[src/rtl/output_slew_limiter_if.sv]
// Sample-rate bus between the network core and the output slew limiter:
// strobe and targets in, limited outputs and status pulses out.
interface output_slew_limiter_if #(
  parameter int unsigned W = 16
) ();
  logic                sample_clk;
  logic signed [W-1:0] sample_in0;
  logic signed [W-1:0] sample_in1;
  logic signed [W-1:0] sample_in2;
  logic signed [W-1:0] sample_in3;
  logic signed [W-1:0] sample_out0;
  logic signed [W-1:0] sample_out1;
  logic signed [W-1:0] sample_out2;
  logic signed [W-1:0] sample_out3;
  logic                done;
  logic                overrun;

  modport master (
    output sample_clk,
    output sample_in0, sample_in1, sample_in2, sample_in3,
    input  sample_out0, sample_out1, sample_out2, sample_out3,
    input  done, overrun
  );

  modport slave (
    input  sample_clk,
    input  sample_in0, sample_in1, sample_in2, sample_in3,
    output sample_out0, sample_out1, sample_out2, sample_out3,
    output done, overrun
  );
endinterface

[src/rtl/output_slew_limiter.sv]
// Four-channel slew limiter and saturator, sequenced through one shared
// subtract/clamp/add datapath; all four outputs commit together.
module output_slew_limiter #(
  parameter int unsigned W        = 16,
  parameter int unsigned MAX_STEP = 512,
  parameter int unsigned LIMIT    = 32000
) (
  input logic                  clk,
  input logic                  rst,
  output_slew_limiter_if.slave io
);

  localparam int unsigned NCH = 4;
  localparam int unsigned CW  = 2;
  localparam int unsigned DW  = W + 1;

  localparam logic signed [DW-1:0] STEP_P = DW'(MAX_STEP);
  localparam logic signed [DW-1:0] STEP_N = -STEP_P;
  localparam logic signed [DW-1:0] LIM_P  = DW'(LIMIT);
  localparam logic signed [DW-1:0] LIM_N  = -LIM_P;

  typedef enum logic [1:0] {
    S_IDLE,
    S_DIFF,
    S_STEP,
    S_COMMIT
  } state_e;

  state_e               state_q, state_d;
  logic [CW-1:0]        ch_q, ch_d;
  logic                 prev_q;
  logic signed [W-1:0]  tgt_q  [NCH];
  logic signed [W-1:0]  tgt_d  [NCH];
  logic signed [W-1:0]  work_q [NCH];
  logic signed [W-1:0]  work_d [NCH];
  logic signed [W-1:0]  out_q  [NCH];
  logic signed [W-1:0]  out_d  [NCH];
  logic signed [DW-1:0] diff_q, diff_d;
  logic                 done_q, done_d;
  logic                 ovr_q, ovr_d;

  logic                 edge_c;
  logic signed [W-1:0]  in_c [NCH];
  logic signed [DW-1:0] diff_c;
  logic signed [DW-1:0] step_c;
  logic signed [DW-1:0] sum_c;
  logic signed [W-1:0]  sat_c;

  assign in_c[0] = io.sample_in0;
  assign in_c[1] = io.sample_in1;
  assign in_c[2] = io.sample_in2;
  assign in_c[3] = io.sample_in3;

  assign edge_c = io.sample_clk & ~prev_q;

  // Shared datapath: widened difference, step clamp, widened sum, saturation.
  // Both operands always come from committed outputs, never from work.
  always_comb begin
    diff_c = DW'(tgt_q[ch_q]) - DW'(out_q[ch_q]);

    if (diff_q > STEP_P) begin
      step_c = STEP_P;
    end else if (diff_q < STEP_N) begin
      step_c = STEP_N;
    end else begin
      step_c = diff_q;
    end

    sum_c = DW'(out_q[ch_q]) + step_c;

    if (sum_c > LIM_P) begin
      sat_c = W'(LIM_P);
    end else if (sum_c < LIM_N) begin
      sat_c = W'(LIM_N);
    end else begin
      sat_c = W'(sum_c);
    end
  end

  // Sequencer; a strobe edge preempts whatever the sequencer is doing.
  always_comb begin
    state_d = state_q;
    ch_d    = ch_q;
    diff_d  = diff_q;
    tgt_d   = tgt_q;
    work_d  = work_q;
    out_d   = out_q;
    done_d  = 1'b0;
    ovr_d   = 1'b0;

    if (edge_c) begin
      tgt_d   = in_c;
      ch_d    = '0;
      state_d = S_DIFF;
      ovr_d   = (state_q != S_IDLE);
    end else begin
      unique case (state_q)
        S_IDLE: begin
          state_d = S_IDLE;
        end
        S_DIFF: begin
          diff_d  = diff_c;
          state_d = S_STEP;
        end
        S_STEP: begin
          work_d[ch_q] = sat_c;
          if (ch_q == CW'(NCH - 1)) begin
            state_d = S_COMMIT;
          end else begin
            ch_d    = ch_q + CW'(1);
            state_d = S_DIFF;
          end
        end
        S_COMMIT: begin
          out_d   = work_q;
          done_d  = 1'b1;
          state_d = S_IDLE;
        end
        default: begin
          state_d = S_IDLE;
        end
      endcase
    end
  end

  always_ff @(posedge clk) begin
    if (rst) begin
      state_q <= S_IDLE;
      ch_q    <= '0;
      prev_q  <= 1'b0;
      diff_q  <= '0;
      done_q  <= 1'b0;
      ovr_q   <= 1'b0;
      for (int i = 0; i < NCH; i++) begin
        tgt_q[i]  <= '0;
        work_q[i] <= '0;
        out_q[i]  <= '0;
      end
    end else begin
      state_q <= state_d;
      ch_q    <= ch_d;
      prev_q  <= io.sample_clk;
      diff_q  <= diff_d;
      done_q  <= done_d;
      ovr_q   <= ovr_d;
      for (int i = 0; i < NCH; i++) begin
        tgt_q[i]  <= tgt_d[i];
        work_q[i] <= work_d[i];
        out_q[i]  <= out_d[i];
      end
    end
  end

  assign io.sample_out0 = out_q[0];
  assign io.sample_out1 = out_q[1];
  assign io.sample_out2 = out_q[2];
  assign io.sample_out3 = out_q[3];
  assign io.done        = done_q;
  assign io.overrun     = ovr_q;

endmodule

[src/flat_wrapper.sv]
// flat-port wrapper written by rule: the top's interface ports become plain ports
module output_slew_limiter_flat 
#(
  parameter int unsigned W        = 16,
  parameter int unsigned MAX_STEP = 512,
  parameter int unsigned LIMIT    = 32000
)
  (clk, rst, io_sample_clk, io_sample_in0, io_sample_in1, io_sample_in2, io_sample_in3, io_sample_out0, io_sample_out1, io_sample_out2, io_sample_out3, io_done, io_overrun);
  output_slew_limiter_if #(.W(W)) io_i ();
  input logic clk;
  input logic rst;
  input wire logic [$bits(io_i.sample_clk)-1:0] io_sample_clk;
  input wire logic [$bits(io_i.sample_in0)-1:0] io_sample_in0;
  input wire logic [$bits(io_i.sample_in1)-1:0] io_sample_in1;
  input wire logic [$bits(io_i.sample_in2)-1:0] io_sample_in2;
  input wire logic [$bits(io_i.sample_in3)-1:0] io_sample_in3;
  output wire logic [$bits(io_i.sample_out0)-1:0] io_sample_out0;
  output wire logic [$bits(io_i.sample_out1)-1:0] io_sample_out1;
  output wire logic [$bits(io_i.sample_out2)-1:0] io_sample_out2;
  output wire logic [$bits(io_i.sample_out3)-1:0] io_sample_out3;
  output wire logic [$bits(io_i.done)-1:0] io_done;
  output wire logic [$bits(io_i.overrun)-1:0] io_overrun;
  assign io_i.sample_clk = io_sample_clk;
  assign io_i.sample_in0 = io_sample_in0;
  assign io_i.sample_in1 = io_sample_in1;
  assign io_i.sample_in2 = io_sample_in2;
  assign io_i.sample_in3 = io_sample_in3;
  assign io_sample_out0 = io_i.sample_out0;
  assign io_sample_out1 = io_i.sample_out1;
  assign io_sample_out2 = io_i.sample_out2;
  assign io_sample_out3 = io_i.sample_out3;
  assign io_done = io_i.done;
  assign io_overrun = io_i.overrun;
  output_slew_limiter #(.W(W), .MAX_STEP(MAX_STEP), .LIMIT(LIMIT)) u_core (.clk(clk), .rst(rst), .io(io_i));
endmodule
[config.mk]
export PLATFORM = sky130hd
export DESIGN_NAME = output_slew_limiter_flat
export DESIGN_NICKNAME = d
export VERILOG_FILES = /design/src/rtl/output_slew_limiter_if.sv /design/src/rtl/output_slew_limiter.sv /design/src/flat_wrapper.sv
export SDC_FILE = /design/constraint.sdc
export NUM_CORES = 1
export LEC_CHECK = 0
export ABC_AREA = 0
export BUFFER_PORTS_ARGS = -buffer_cell sky130_fd_sc_hd__buf_2
export CORE_MARGIN = 2
export CORE_UTILIZATION = 58
export CTS_CLUSTER_DIAMETER = 100
export DETAILED_ROUTE_END_ITERATION = 16
export GPL_TIMING_DRIVEN = 1
export PLACE_DENSITY_LB_ADDON = 0.15
export SLEW_MARGIN = 20
export SYNTH_ARGS = -nofsm -noshare
export SYNTH_HDL_FRONTEND = slang
export SYNTH_SLANG_ARGS = --single-unit
[constraint.sdc]
create_clock -name clk -period 5.7 [get_ports clk]
set_clock_uncertainty 0.15 [all_clocks]
set_input_delay 0.57 -clock clk [delete_from_list [all_inputs] [get_ports clk]]
set_output_delay 0.57 -clock clk [all_outputs]
set_load 0.02 [all_outputs]
# Word-level counts from Yosys, hierarchy flattened
# Cells that the tools add are included.
dict set report totals {
  in_bits 67
  out_inout_bits 66
  register_bits 216
  wordCells 64
}
dict set report classes {
  reduce_logical 10
  mux 17
  n_eq_ne 4
  bitwise 5
  n_addsub 3
  order_cmp 6
}
# op count
set op_table {}
lappend op_table {{16-bit 2-to-1 mux} 7}
lappend op_table {{16-bit binary-select mux with 2-bit select} 2}
lappend op_table {{64-bit bitwise mux} 1}
lappend op_table {{17-bit 2-to-1 mux} 2}
lappend op_table {{16-bit demux with 2-bit select} 1}
lappend op_table {{16-bit by 17-bit adder with 17-bit output} 1}
lappend op_table {{17-bit by 11-bit greater-than comparator with 1-bit output, second input constant} 1}
lappend op_table {{17-bit by 16-bit greater-than comparator with 1-bit output, second input constant} 1}
lappend op_table {{17-bit by 10-bit < comparator with 1-bit output, second input constant} 1}
lappend op_table {{17-bit by 16-bit < comparator with 1-bit output, second input constant} 1}
lappend op_table {{16-bit by 16-bit subtractor with 17-bit output} 1}
lappend op_table {{2-bit AND reduction} 4}
lappend op_table {{2-bit == test, second input constant} 3}
lappend op_table {{2-bit case mux with 3 select lines} 1}
lappend op_table {{2-bit OR reduction} 3}
lappend op_table {{3-bit >= comparator, second input constant} 1}
lappend op_table {{3-bit by 1-bit < comparator with 1-bit output, second input constant} 1}
lappend op_table {{1-bit NOT} 3}
lappend op_table {{2-bit NOT with 3-bit output} 1}
lappend op_table {{2-bit by 1-bit adder with 2-bit output, second input constant} 1}
lappend op_table {{2-bit by 1-bit == test with 1-bit output, second input constant} 1}
lappend op_table {{2-bit zero test} 1}
lappend op_table {{1-bit 2-to-1 mux} 2}
lappend op_table {{2-bit 2-to-1 mux} 1}
lappend op_table {{3 further kinds} 3}

# Logic depth before layout (Yosys ltp)
# Gate-level depths: netlist (run 1).
dict set report logic_depth {
  ltp_word 9
  depth_mapped 19
  depth_no_buf 17
}

# Worst setup path after synthesis (run 1)
# No wires, ideal clock.
dict set report synth_timing {
  path_type {reg-to-reg}
  startpoint {register u_core.ch_q[0]}
  endpoint {register u_core.work_q[5] (netlist bit)}
  setup_slack_ns 1.061
  path_buffers 3
  period_less_slack_ns 4.639
  setup_ns 0.132
  arrival_time_ns 4.357
  required_ns 5.418
  stages_incl_launch_ff 15
  cell_sequence {dfxtp_1 -> clkbuf_1 -> buf_1 -> mux4_2 -> ha_1 -> a21o_1 -> or3_1 -> o211ai_1 -> a21oi_1 -> a2111oi_2 -> o21ai_1 -> o31ai_2 -> a2bb2oi_2 -> buf_2 -> o31ai_1}
}
dict set report synth_via {
  elab_chain_len 9
  word_cells_on_any_way 15
  classes_between {add/sub (1); order compare (4); mux (8); bitwise (1); reduce/logical (1)}
}
# item line_no
set synth_lines {}
lappend synth_lines {{start, declared} output_slew_limiter.sv:30} ;# logic [CW-1:0] ch_q, ch_d;
lappend synth_lines {{start signal, assigned} output_slew_limiter.sv:141} ;# ch_q <= ch_d;
lappend synth_lines {{2-bit NOT with 3-bit output (implied by the code) (*)} {output_slew_limiter.sv:69, output_slew_limiter.sv:106}}
lappend synth_lines {{16-bit binary-select mux with 2-bit select} output_slew_limiter.sv:69} ;# sum_c = DW'(out_q[ch_q]) + step_c;
lappend synth_lines {{16-bit 2-to-1 mux (implied by the code) (2 in a row)} output_slew_limiter.sv:69}
lappend synth_lines {{16-bit by 17-bit adder with 17-bit output} output_slew_limiter.sv:69}
lappend synth_lines {{17-bit by 16-bit < comparator with 1-bit output} output_slew_limiter.sv:73} ;# end else if (sum_c < LIM_N) begin
lappend synth_lines {{16-bit 2-to-1 mux} output_slew_limiter.sv:73}
lappend synth_lines {{16-bit 2-to-1 mux} output_slew_limiter.sv:71} ;# if (sum_c > LIM_P) begin
lappend synth_lines {{64-bit bitwise mux (*)} output_slew_limiter.sv:106} ;# work_d[ch_q] = sat_c;
lappend synth_lines {{end signal, assigned by index} output_slew_limiter.sv:148} ;# work_q[i] <= work_d[i];
lappend synth_lines {{end, declared} output_slew_limiter.sv:34} ;# logic signed [W-1:0] work_q [NCH];
# Mark *: on every way between the ends. The rest lies on a longest branch, timed or not. The select of a mux whose other input is x is not followed.
# A chain may end at the register's enable or synchronous reset.

# Worst setup path after layout (run 1)
dict set report layout_timing {
  startpoint {register u_core.diff_q[5]}
  endpoint {register u_core.work_q[56] (netlist bit)}
}
dict set report layout_via {
  elab_chain_len 8
  word_cells_on_any_way 10
  classes_between {add/sub (1); order compare (4); mux (5)}
}
# item line_no
set layout_lines {}
lappend layout_lines {{start, declared} output_slew_limiter.sv:38} ;# logic signed [DW-1:0] diff_q, diff_d;
lappend layout_lines {{start signal, assigned} output_slew_limiter.sv:143} ;# diff_q <= diff_d;
lappend layout_lines {{17-bit by 10-bit < comparator with 1-bit output} output_slew_limiter.sv:63} ;# end else if (diff_q < STEP_N) begin
lappend layout_lines {{17-bit 2-to-1 mux} output_slew_limiter.sv:63}
lappend layout_lines {{17-bit 2-to-1 mux (*)} output_slew_limiter.sv:61} ;# if (diff_q > STEP_P) begin
lappend layout_lines {{16-bit by 17-bit adder with 17-bit output (*)} output_slew_limiter.sv:69}
lappend layout_lines {{17-bit by 16-bit < comparator with 1-bit output} output_slew_limiter.sv:73}
lappend layout_lines {{16-bit 2-to-1 mux} output_slew_limiter.sv:73}
lappend layout_lines {{16-bit 2-to-1 mux (*)} output_slew_limiter.sv:71}
lappend layout_lines {{64-bit bitwise mux (*)} output_slew_limiter.sv:106}
# Mark *: on every way between the ends. The rest lies on a longest branch, timed or not.

==> results_dict.tcl, run 1 <==
set metrics [dict create \
    post_cts_resized 0 \
    drt-total-wl_mm 26.83 \
    r2r_start "u_core.diff_q[5]$_SDFFE_PP0P_" \
    report.final.slew_viol_count 0 \
    grt_overflow 0 \
    critPathLaunch "u_core.diff_q[5]$_SDFFE_PP0P_" \
    gp_congestion 0.9467 \
    outcome "finished clean" \
    fin_util_pct 67.62 \
    cp_cell_sequence "or4_4, o41ai_4, a31oi_4, nor2_1, and2_1, ha_1, a21o_1, or3_1, o21a_1, o21ai_1, o21ai_1, xnor2_2, and2b_1, o2bb2ai_1, a31oi_1" \
    rows 48 \
    die_area_um2 18350 \
    multi_input_area_um2 5260 \
    synth_cell_types 69 \
    drtPass1Iterations 5 \
    die_width_um 135.5 \
    grt_pass1_vias 8227 \
    fill_cells 1389 \
    fin_nets 1310 \
    cpPeakStageDelay_ps 560 \
    synth-edff-count 0 \
    ys_seq_elements 216 \
    ff2ff_setup_slack_ps 400 \
    finalSetupViolations 0 \
    antenna_found_initial 0 \
    setup.worst_path.class "reg2reg" \
    num_vias 8547 \
    reg2reg_to "u_core.work_q[56]$_SDFFE_PP0P_" \
    crit_end "u_core.work_q[56]$_SDFFE_PP0P_" \
    dpl_cell_area_um2 10770 \
    ios 133 \
    cp.arrival_ps 5510 \
    cts_setup_buffers 0 \
    ant_nets 0 \
    cts_root_buffer "clkbuf_16" \
    crit_family "compound AO/OA/AOI/OAI gates" \
    cts_tree "built" \
    worst-path-buf-inv 0 \
    cp_common_cell "o21ai_1" \
    cellPowerDensity_nw_per_um2 308.6 \
    cpMaxStageDelayCell "xnor2_2" \
    grt_max_degree 85 \
    clkLatencyLatePin_ps 520 \
    clock_sinks 216 \
    critPathLaunchType "register" \
    max_cap_viol_count 0 \
    regArea_um2 4325 \
    h-tree-depth 1 \
    power_mw 3.572 \
    syn_to_final_growth_pct 15.45 \
    synth-simple-area-share_pct 16.33 \
    wl_per_cell_um 18.62 \
    synth_nets 1218 \
    rsz0062_at_grt "no" \
    peakVddDrop_uv 230.2 \
    synthCells 1108 \
    period_share_pct 92.90 \
    portBuffers 132 \
    cp_max_fo 12 \
    seq_area_frac_synth_pct 43.14 \
    synth-xor-area-share_pct 1.560 \
    synth_ff_type "dfxtp_1" \
    rr_worst_depth 15 \
    worstMarginPinSlew_ps 931.5 \
    grt_pass1_wl_mm 42.43 \
    detail_route.iter0.violations 596 \
    power.leakage_nw 4.645 \
    synth-compound-area-share_pct 21.04 \
    fin_crit_ps 5295 \
    diodes 0 \
    hold_class "in2reg" \
    clk_path_buf_depth 3 \
    post-place-ws_ps 453.7 \
    core_area_um2 17120 \
    cp.depth 15 \
    drcViolationCount 0 \
    clk_pin_slew_ps 60 \
    hold_viol_final 0 \
    fin_area_um2 11570 \
    fin_tns_setup_ps 0 \
    slew_headroom_pct 37.90 \
    hpwl_mm 18.51 \
    numCtsBuffers 23 \
    die_h_um 135.5 \
    yosys_warnings 0 \
    holdBufCountCts 0 \
    start_util_pct 58.57 \
    end_kind "register" \
    async_flop_share_pct 0 \
    fmax_mhz 188.8 \
    layout-drive-gt1-share_pct 19.41 \
    vias_per_cell 5.931 \
    synthAdderAreaFrac_pct 6.028 \
    syn_area_um2 10020 \
    critPathRequiredTime_ps 5910 \
    synthMuxAreaShare_pct 7.389 \
    finalWorstSetupSlack_ps 404.7 \
    synth_top_family_by_area "compound AO/OA/AOI/OAI gates" \
    syn_area_per_cell_um2 9.047 \
    grt_usage_pct 28.95 \
]
[sequential cells by signal (all words and copies together) (netlist names)]
name,cells
u_core.ch_q,2
u_core.diff_q,17
u_core.io.done,1
u_core.io.overrun,1
u_core.io.sample_out0,16
u_core.io.sample_out1,16
u_core.io.sample_out2,16
u_core.io.sample_out3,16
u_core.prev_q,1
u_core.state_q,2
u_core.tgt_q,64
u_core.work_q,64
[metrics by stage]
step                      hold WS, ps  cells
final                           107.2   1441
after CTS                       101.1   1441
after detailed placement        288.6   1400
after global routing            110.4   1441
after floorplan                 278.8   1108
after global placement          288.0   1400
[how the worst min path moves through the flow]
| stage | from | end | slack, ps | cells past startpoint |
|---|---|---|---|---|
| after floorplan | u_core.work_q[56]$_SDFFE_PP0P_ | u_core.io.sample_out0[8]$_SDFFE_PP0P_ | 280 | 2 |
| after global placement | u_core.work_q[41]$_SDFFE_PP0P_ | u_core.io.sample_out1[9]$_SDFFE_PP0P_ | 290 | 2 |
| after detailed placement | u_core.work_q[41]$_SDFFE_PP0P_ | u_core.io.sample_out1[9]$_SDFFE_PP0P_ | 290 | 2 |
| after CTS | io_sample_in3[7] | u_core.tgt_q[7]$_SDFFE_PP0P_ | 100 | 2 |
| after global routing | io_sample_in0[10] | u_core.tgt_q[58]$_SDFFE_PP0P_ | 110 | 2 |
| final | io_sample_in3[7] | u_core.tgt_q[7]$_SDFFE_PP0P_ | 110 | 2 |
[cells in the final DEF, fill, tap and decap left out, drive strengths merged, types with 7 or more instances in the layout]
master,netlist,routed
nand2,202,202
nor3,15,15
and2,14,14
a32o,9,9
a211oi,12,12
ha,41,41
a21o,11,11
buf,20,143
o211ai,7,7
nor2,58,58
mux4,32,32
a31oi,9,9
clkbuf,56,33
and3,10,10
inv,40,42
nor2b,10,10
nand3,33,33
dfxtp,216,216
a21oi,113,113
o31ai,15,15
a22o,64,64
o21ai,34,34
xnor2,11,11
[layout make-up]
type                            instances  share of cell area (%)
Clock buffer                           33                   5.816
Clock inverter                          8                   1.157
Inverter                               41                   1.330
Multi-Input combinational cell        775                   45.45
Sequential cell                       216                   37.37
Tap cell                              225                   2.432
Timing Repair Buffer                  143                   6.443
[report_power, final]
| part | switching [mW] | internal [mW] | total [mW] |
|---|---|---|---|
| Combinational | 0.261 | 0.163 | 0.425 |
| Sequential | 0.0265 | 1.55 | 1.58 |
| Clock | 0.610 | 0.962 | 1.57 |
| Total | 0.898 | 2.67 | 3.57 |
[cell usage after synthesis (8+ instances only)]
master    number  area (µm²)
and3_1        10       62.56
o21ai_0       21       105.1
a21o_1        11       82.58
a21oi_1      113       565.5
a31oi_1        8       50.05
xnor2_1       10       87.58
nor2_1        57       214.0
nor2b_1       10       62.56
buf_1         16       60.06
o21ai_1       13       65.06
o31ai_1       14       105.1
a32o_1         9       90.09
ha_1          41       513.0
dfxtp_1      216        4324
nand3_1       33       165.2
a22o_1        64       560.5
nand2_1      202       758.2
inv_1         39       146.4
a211oi_1       8       60.06
clkbuf_1      56       210.2
and2_1        14       87.58
nor3_1        15       75.07
mux4_2        32       720.7
[worst register-to-register path, cell delays in order (launching register included)]
cell and delay (ps):
dfxtp_1 330, or4_4 550, o41ai_4 360, a31oi_4 180
nor2_1 390, and2_1 200, ha_1 280, a21o_1 220
or3_1 330, o21a_1 210, o21ai_1 330, o21ai_1 190
xnor2_2 560, and2b_1 260, o2bb2ai_1 440, a31oi_1 190
[logic make-up after synthesis]
kind of cell	count (synthesis)
and+or+nand+nor	372
AOI/OAI and AO/OA	304
DFF	216
buffers and inverters	117
adders and majority gates	48
muxes	34
xor gates and xnor gates	17
[layer usage]
metal / wire (µm) / track usage (%) / vias to the layer above
met1: 12170 / 41.03 / 4068
li1: - / - / 4138
met2: 12270 / 46.14 / 290
met5: 0 / 0 / -
met4: 625 / 8.391 / 0
met3: 1766 / 4.489 / 51
No activity file was read; power rests on OpenSTA's default activity.
==> run 2, diff against run 1 <==
- BUFFER_PORTS_ARGS: -buffer_cell sky130_fd_sc_hd__buf_2 -> -buffer_cell sky130_fd_sc_hd__buf_4
==> run 2 against run 1 <==
- via count rose by 0.37%
- wire length rose by 0.57%
- cell area rose by 2.6%
- largest cell class unchanged
- utilization rose by 1.7 points
- cell count barely moved
- non-clock buffer count fell by 1
- fmax rose by 1.8%
- setup slack improved by 94 ps
- sequential share of layout area fell by 0.94 points
- clock power barely moved
- total power fell by 0.18%
==> results_dict.tcl, run 2 (same netlist as run 1, synthesis figures left out) <==
set metrics [dict create \
    grt_max_degree 88 \
    critPathLaunchType "register" \
    cp_max_fo 12 \
    clk_path_buf_depth 3 \
    rsz0062_at_grt "no" \
    ios 133 \
    end_kind "register" \
    num_vias 8579 \
    h-tree-depth 1 \
    reg_top3 "u_core.tgt_q (64), u_core.work_q (64), u_core.diff_q (17)" \
    clock_sinks 216 \
    worst-path-buf-inv 0 \
    clkLatencyLatePin_ps 530 \
    drt-total-wl_mm 26.99 \
    grt_pass1_vias 8192 \
    cp_common_cell "o21ai_1" \
    die_width_um 135.5 \
    power_mw 3.565 \
    whs_ps 106.0 \
    core_area_um2 17120 \
    finalSetupViolations 0 \
    wl_per_cell_um 18.74 \
    cpPeakStageDelay_ps 540 \
    outcome "finished clean" \
    fin_crit_ps 5201 \
    post_cts_resized 0 \
    cellPowerDensity_nw_per_um2 300.3 \
    fin_nets 1309 \
    start_util_pct 58.57 \
    cp.arrival_ps 5410 \
    hpwl_mm 18.55 \
    slew_headroom_pct 34.98 \
    final_cell_mix "dfxtp_1, nand2_1, buf_4" \
    clk_pin_slew_ps 60 \
    layout-drive-gt1-share_pct 19.51 \
    max_cap_viol_count 0 \
    cts_root_buffer "clkbuf_16" \
    drtPass1Iterations 5 \
    detail_route.iter0.violations 638 \
    critPathRequiredTime_ps 5910 \
    diodes 0 \
    setup.worst_path.class "reg2reg" \
    fin_tns_setup_ps 0 \
    portBuffers 132 \
    power.leakage_nw 4.680 \
    gp_congestion 0.9100 \
    grt_usage_pct 29.31 \
    fin_util_pct 69.36 \
    syn_to_final_growth_pct 18.43 \
    period_share_pct 91.25 \
    hold_class "in2reg" \
    cts_setup_buffers 0 \
    drcViolationCount 0 \
    ant_nets 0 \
    grt_pass1_wl_mm 42.74 \
    worstMarginPinSlew_ps 975.4 \
    crit_family "compound AO/OA/AOI/OAI gates" \
    cp_cell_sequence "or4_4, o41ai_4, a31oi_4, nor2_1, and2_1, ha_1, a21o_1, or3_1, o21a_1, o21ai_1, o21ai_1, xnor2_2, and2b_1, o2bb2ai_1, a31oi_1" \
    fill_cells 1354 \
    final_common_cell "dfxtp_1" \
    antenna_found_initial 0 \
    vias_per_cell 5.958 \
    die_h_um 135.5 \
    numCtsBuffers 23 \
    hold_viol_final 0 \
    holdBufCountCts 0 \
    rows 48 \
    fmax_mhz 192.3 \
    cpMaxStageDelayCell "or4_4" \
    peakVddDrop_uv 217.8 \
    cts_tree "built" \
    grt_overflow 0 \
    die_area_um2 18350 \
    report.final.slew_viol_count 0 \
]
==> run 2: cell count changes in the layout (fill, tap and decap cells not counted), moves of 2 or more <==
cell,before,now
clkbuf_8,6,0
clkinv_2,3,9
buf_2,131,0
clkbuf_1,4,2
buf_4,12,142
==> run 2: routing by layer <==
metal,GRT usage (%),vias up,part of all wire [%]
li1,-,4133,-
met1,41.18,4106,45
met2,46.70,294,47
met3,4.751,46,6.2
met4,9.028,0,2.5
met5,0,-,0
==> run 2: area by class of cell <==
class                           count  area, µm²  area share, %
Sequential cell                   216       4325          36.43
Clock buffer                       25      583.1          4.911
Timing Repair Buffer              142       1066          8.979
Multi-Input combinational cell    775       5261          44.31
Clock inverter                     16      201.4          1.697
Tap cell                          225      281.5          2.371
Inverter                           41      153.9          1.296
==> run 2: where the power goes <==
group	internal, mW	total (mW)	switching, mW
Combinational	0.175	0.438	0.262
Clock	0.929	1.55	0.624
Sequential	1.55	1.57	0.0263
==> run 2: worst paths after layout <==
path,from,endpoint,slack [ps],cells past startpoint
worst min register to register,u_core.work_q[56]$_SDFFE_PP0P_,u_core.io.sample_out0[8]$_SDFFE_PP0P_,300,2
worst max-delay path,u_core.diff_q[5]$_SDFFE_PP0P_,u_core.work_q[8]$_SDFFE_PP0P_,500,15
worst min-delay path,io_sample_in1[4],u_core.tgt_q[36]$_SDFFE_PP0P_,110,2
worst max register to register,u_core.diff_q[5]$_SDFFE_PP0P_,u_core.work_q[8]$_SDFFE_PP0P_,500,15
==> run 2: per-stage QoR <==
stage	worst slack, ps	cells	instance area, µm²
after global routing	64.07	1440	11870
after global placement	631.1	1399	11090
after detailed placement	526.2	1399	11090
final	498.6	1440	11870
after floorplan	1061	1108	10020
after CTS	523.8	1440	11870
==> run 3, diff against run 2 <==
--- a/config.mk
+++ b/config.mk
@@ -9,5 +9,5 @@
 export BUFFER_PORTS_ARGS = -buffer_cell sky130_fd_sc_hd__buf_4
 export CORE_MARGIN = 2
-export CORE_UTILIZATION = 58
+export CORE_UTILIZATION = 55
 export CTS_CLUSTER_DIAMETER = 100
 export DETAILED_ROUTE_END_ITERATION = 16
==> constraint.sdc (replaced) <==
create_clock -name clk -period 5.7 [get_ports clk]
set_clock_uncertainty 0.15 [all_clocks]
set_input_delay 1.14 -clock clk [delete_from_list [all_inputs] [get_ports clk]]
set_output_delay 1.14 -clock clk [all_outputs]
set_load 0.02 [all_outputs]
==> run 3 against run 2 <==
- utilization fell by 3.0 points
- cell count rose by 0.28%
- via count is 0.21% higher
- fmax shrank 1.2%
- non-clock buffer count stayed put
- cell area rose by 0.11%
- register-to-register slack worse by 60 ps
- largest power group unchanged
- critical endpoint is now u_core.work_q[56]$_SDFFE_PP0P_
- combinational power is essentially flat
==> results_dict.tcl, run 3 (same netlist as run 1, synthesis figures left out) <==
set metrics [dict create \
    die_h_um 139.0 \
    diodes 0 \
    rows 49 \
    ant_nets 0 \
    wl_per_cell_um 18.54 \
    fill_cells 1472 \
    cts_tree "built" \
    cp_max_fo 12 \
    fin_area_um2 11890 \
    end_kind "register" \
    cts_setup_buffers 0 \
    holdBufCountCts 0 \
    grt_overflow 0 \
    detail_route.iter0.violations 573 \
    report.final.slew_viol_count 0 \
    num_vias 8597 \
    outcome "finished clean" \
    fin_crit_ps 5266 \
    gp_congestion 0.8977 \
    grt_usage_pct 27.16 \
    dpl_cell_area_um2 11090 \
    syn_to_final_growth_pct 18.56 \
    reg2reg_to "u_core.work_q[56]$_SDFFE_PP0P_" \
    drt-total-wl_mm 26.77 \
    fin_tns_setup_ps 0 \
    worstMarginPinSlew_ps 1008 \
    die_width_um 139.0 \
    clock_sinks 216 \
    start_util_pct 56.00 \
    hold_class "reg2reg" \
    slew_headroom_pct 32.80 \
    cp.arrival_ps 5470 \
    die_area_um2 19320 \
    critPathRequiredTime_ps 5900 \
    hpwl_mm 18.67 \
    core_area_um2 17900 \
    numCtsBuffers 23 \
    holdPathStages 2 \
    reg_top3 "u_core.tgt_q (64), u_core.work_q (64), u_core.diff_q (17)" \
    antenna_found_initial 0 \
    period_share_pct 92.38 \
    ios 133 \
    cts_root_buffer "clkbuf_16" \
    fin_nets 1309 \
    r2r_start "u_core.diff_q[5]$_SDFFE_PP0P_" \
    setup.worst_path.class "reg2reg" \
    finalSetupViolations 0 \
    layout-drive-gt1-share_pct 19.42 \
    max_cap_viol_count 0 \
    vias_per_cell 5.954 \
    power.leakage_nw 4.678 \
    drtPass1Iterations 5 \
    peakVddDrop_uv 292.4 \
    rsz0062_at_grt "no" \
    rr_worst_depth 15 \
    hold_viol_final 0 \
    min_to "u_core.io.sample_out1[8]$_SDFFE_PP0P_" \
    final_common_cell "dfxtp_1" \
    multi_input_area_um2 5261 \
    regArea_um2 4325 \
    critPathLaunchType "register" \
    post_cts_resized 0 \
    worstHoldStart "u_core.work_q[40]$_SDFFE_PP0P_" \
    grt_max_degree 71 \
    ff2ff_setup_slack_ps 430 \
    fmax_mhz 189.9 \
    portBuffers 132 \
    clk_pin_slew_ps 60 \
    final_cell_mix "dfxtp_1, nand2_1, buf_4" \
    grt_pass1_vias 8054 \
    clkLatencyLatePin_ps 510 \
    clk_path_buf_depth 3 \
    cellPowerDensity_nw_per_um2 299.2 \
    h-tree-depth 1 \
    drcViolationCount 0 \
    grt_pass1_wl_mm 43.16 \
]
==> run 3: cell count changes in the layout (fill, tap and decap cells not counted) <==
cell       previous run  this run
clkbuf_8              0         8
inv_16                1         0
clkbuf_1              2         3
inv_6                 0         1
bufinv_16             4         2
clkinv_2              9         2
==> run 3: cell type report <==
cell class	instances	area share, %
clock buffer	34	5.864
inverter	41	1.295
sequential	216	36.39
clock inverter	7	0.8001
multi-input combinational	775	44.27
timing repair buffer	142	8.969
tap	229	2.411
==> run 3: worst max-delay path, stage by stage, from the launching register on <==
cell	delay, ps
dfxtp_1	320
or4_4	550
o41ai_4	360
a31oi_4	180
nor2_1	400
and2_1	200
ha_1	280
a21o_1	230
or3_1	330
o21a_1	210
o21ai_1	290
o21ai_1	170
xnor2_2	550
and2b_1	250
o2bb2ai_1	460
a31oi_1	180
==> run 3: stage by stage <==
stage                     std cells  util, %  hold slack, ps  power, mW  worst slack (ps)
after floorplan                1108        -           278.8      1.917              1061
final                          1444    66.39           301.9      3.556             434.2
after global routing           1444    66.39           317.3      3.683             35.52
after detailed placement       1403    61.97           295.1      2.035             512.2
after global placement         1403    61.96           289.0      2.031             611.8
after CTS                      1444    66.39           303.1      3.564             489.5
==> run 3: how the worst max path moves through the flow <==
stage | from | endpoint | slack (ps) | depth (start not counted)
detailed placement | u_core.diff_q[5]$_SDFFE_PP0P_ | u_core.work_q[8]$_SDFFE_PP0P_ | 510 | 15
floorplan | u_core.ch_q[0]$_SDFFE_PP0P_ | u_core.work_q[5]$_SDFFE_PP0P_ | 1060 | 14
finish | u_core.diff_q[5]$_SDFFE_PP0P_ | u_core.work_q[56]$_SDFFE_PP0P_ | 430 | 15
CTS | u_core.diff_q[5]$_SDFFE_PP0P_ | u_core.work_q[56]$_SDFFE_PP0P_ | 490 | 15
global route | u_core.diff_q[5]$_SDFFE_PP0P_ | u_core.work_q[24]$_SDFFE_PP0P_ | 40 | 15
global placement | u_core.diff_q[5]$_SDFFE_PP0P_ | u_core.work_q[36]$_SDFFE_PP0P_ | 610 | 17
==> run 3: report_power, final <==
part / internal, mW / switching, mW
registers: 1.55 / 0.0262
clock network: 0.936 / 0.609
logic: 0.175 / 0.260
==> run 3: routing by layer <==
layer | part of all wire, % | global-route usage, % | wire length, µm | up-vias
li1 | - | - | - | 4151
met1 | 45 | 38.39 | 12090 | 4113
met2 | 45 | 42.83 | 12160 | 278
met3 | 6.4 | 4.903 | 1724 | 55
met4 | 3.0 | 8.028 | 794 | 0
met5 | 0 | 0 | 0 | -
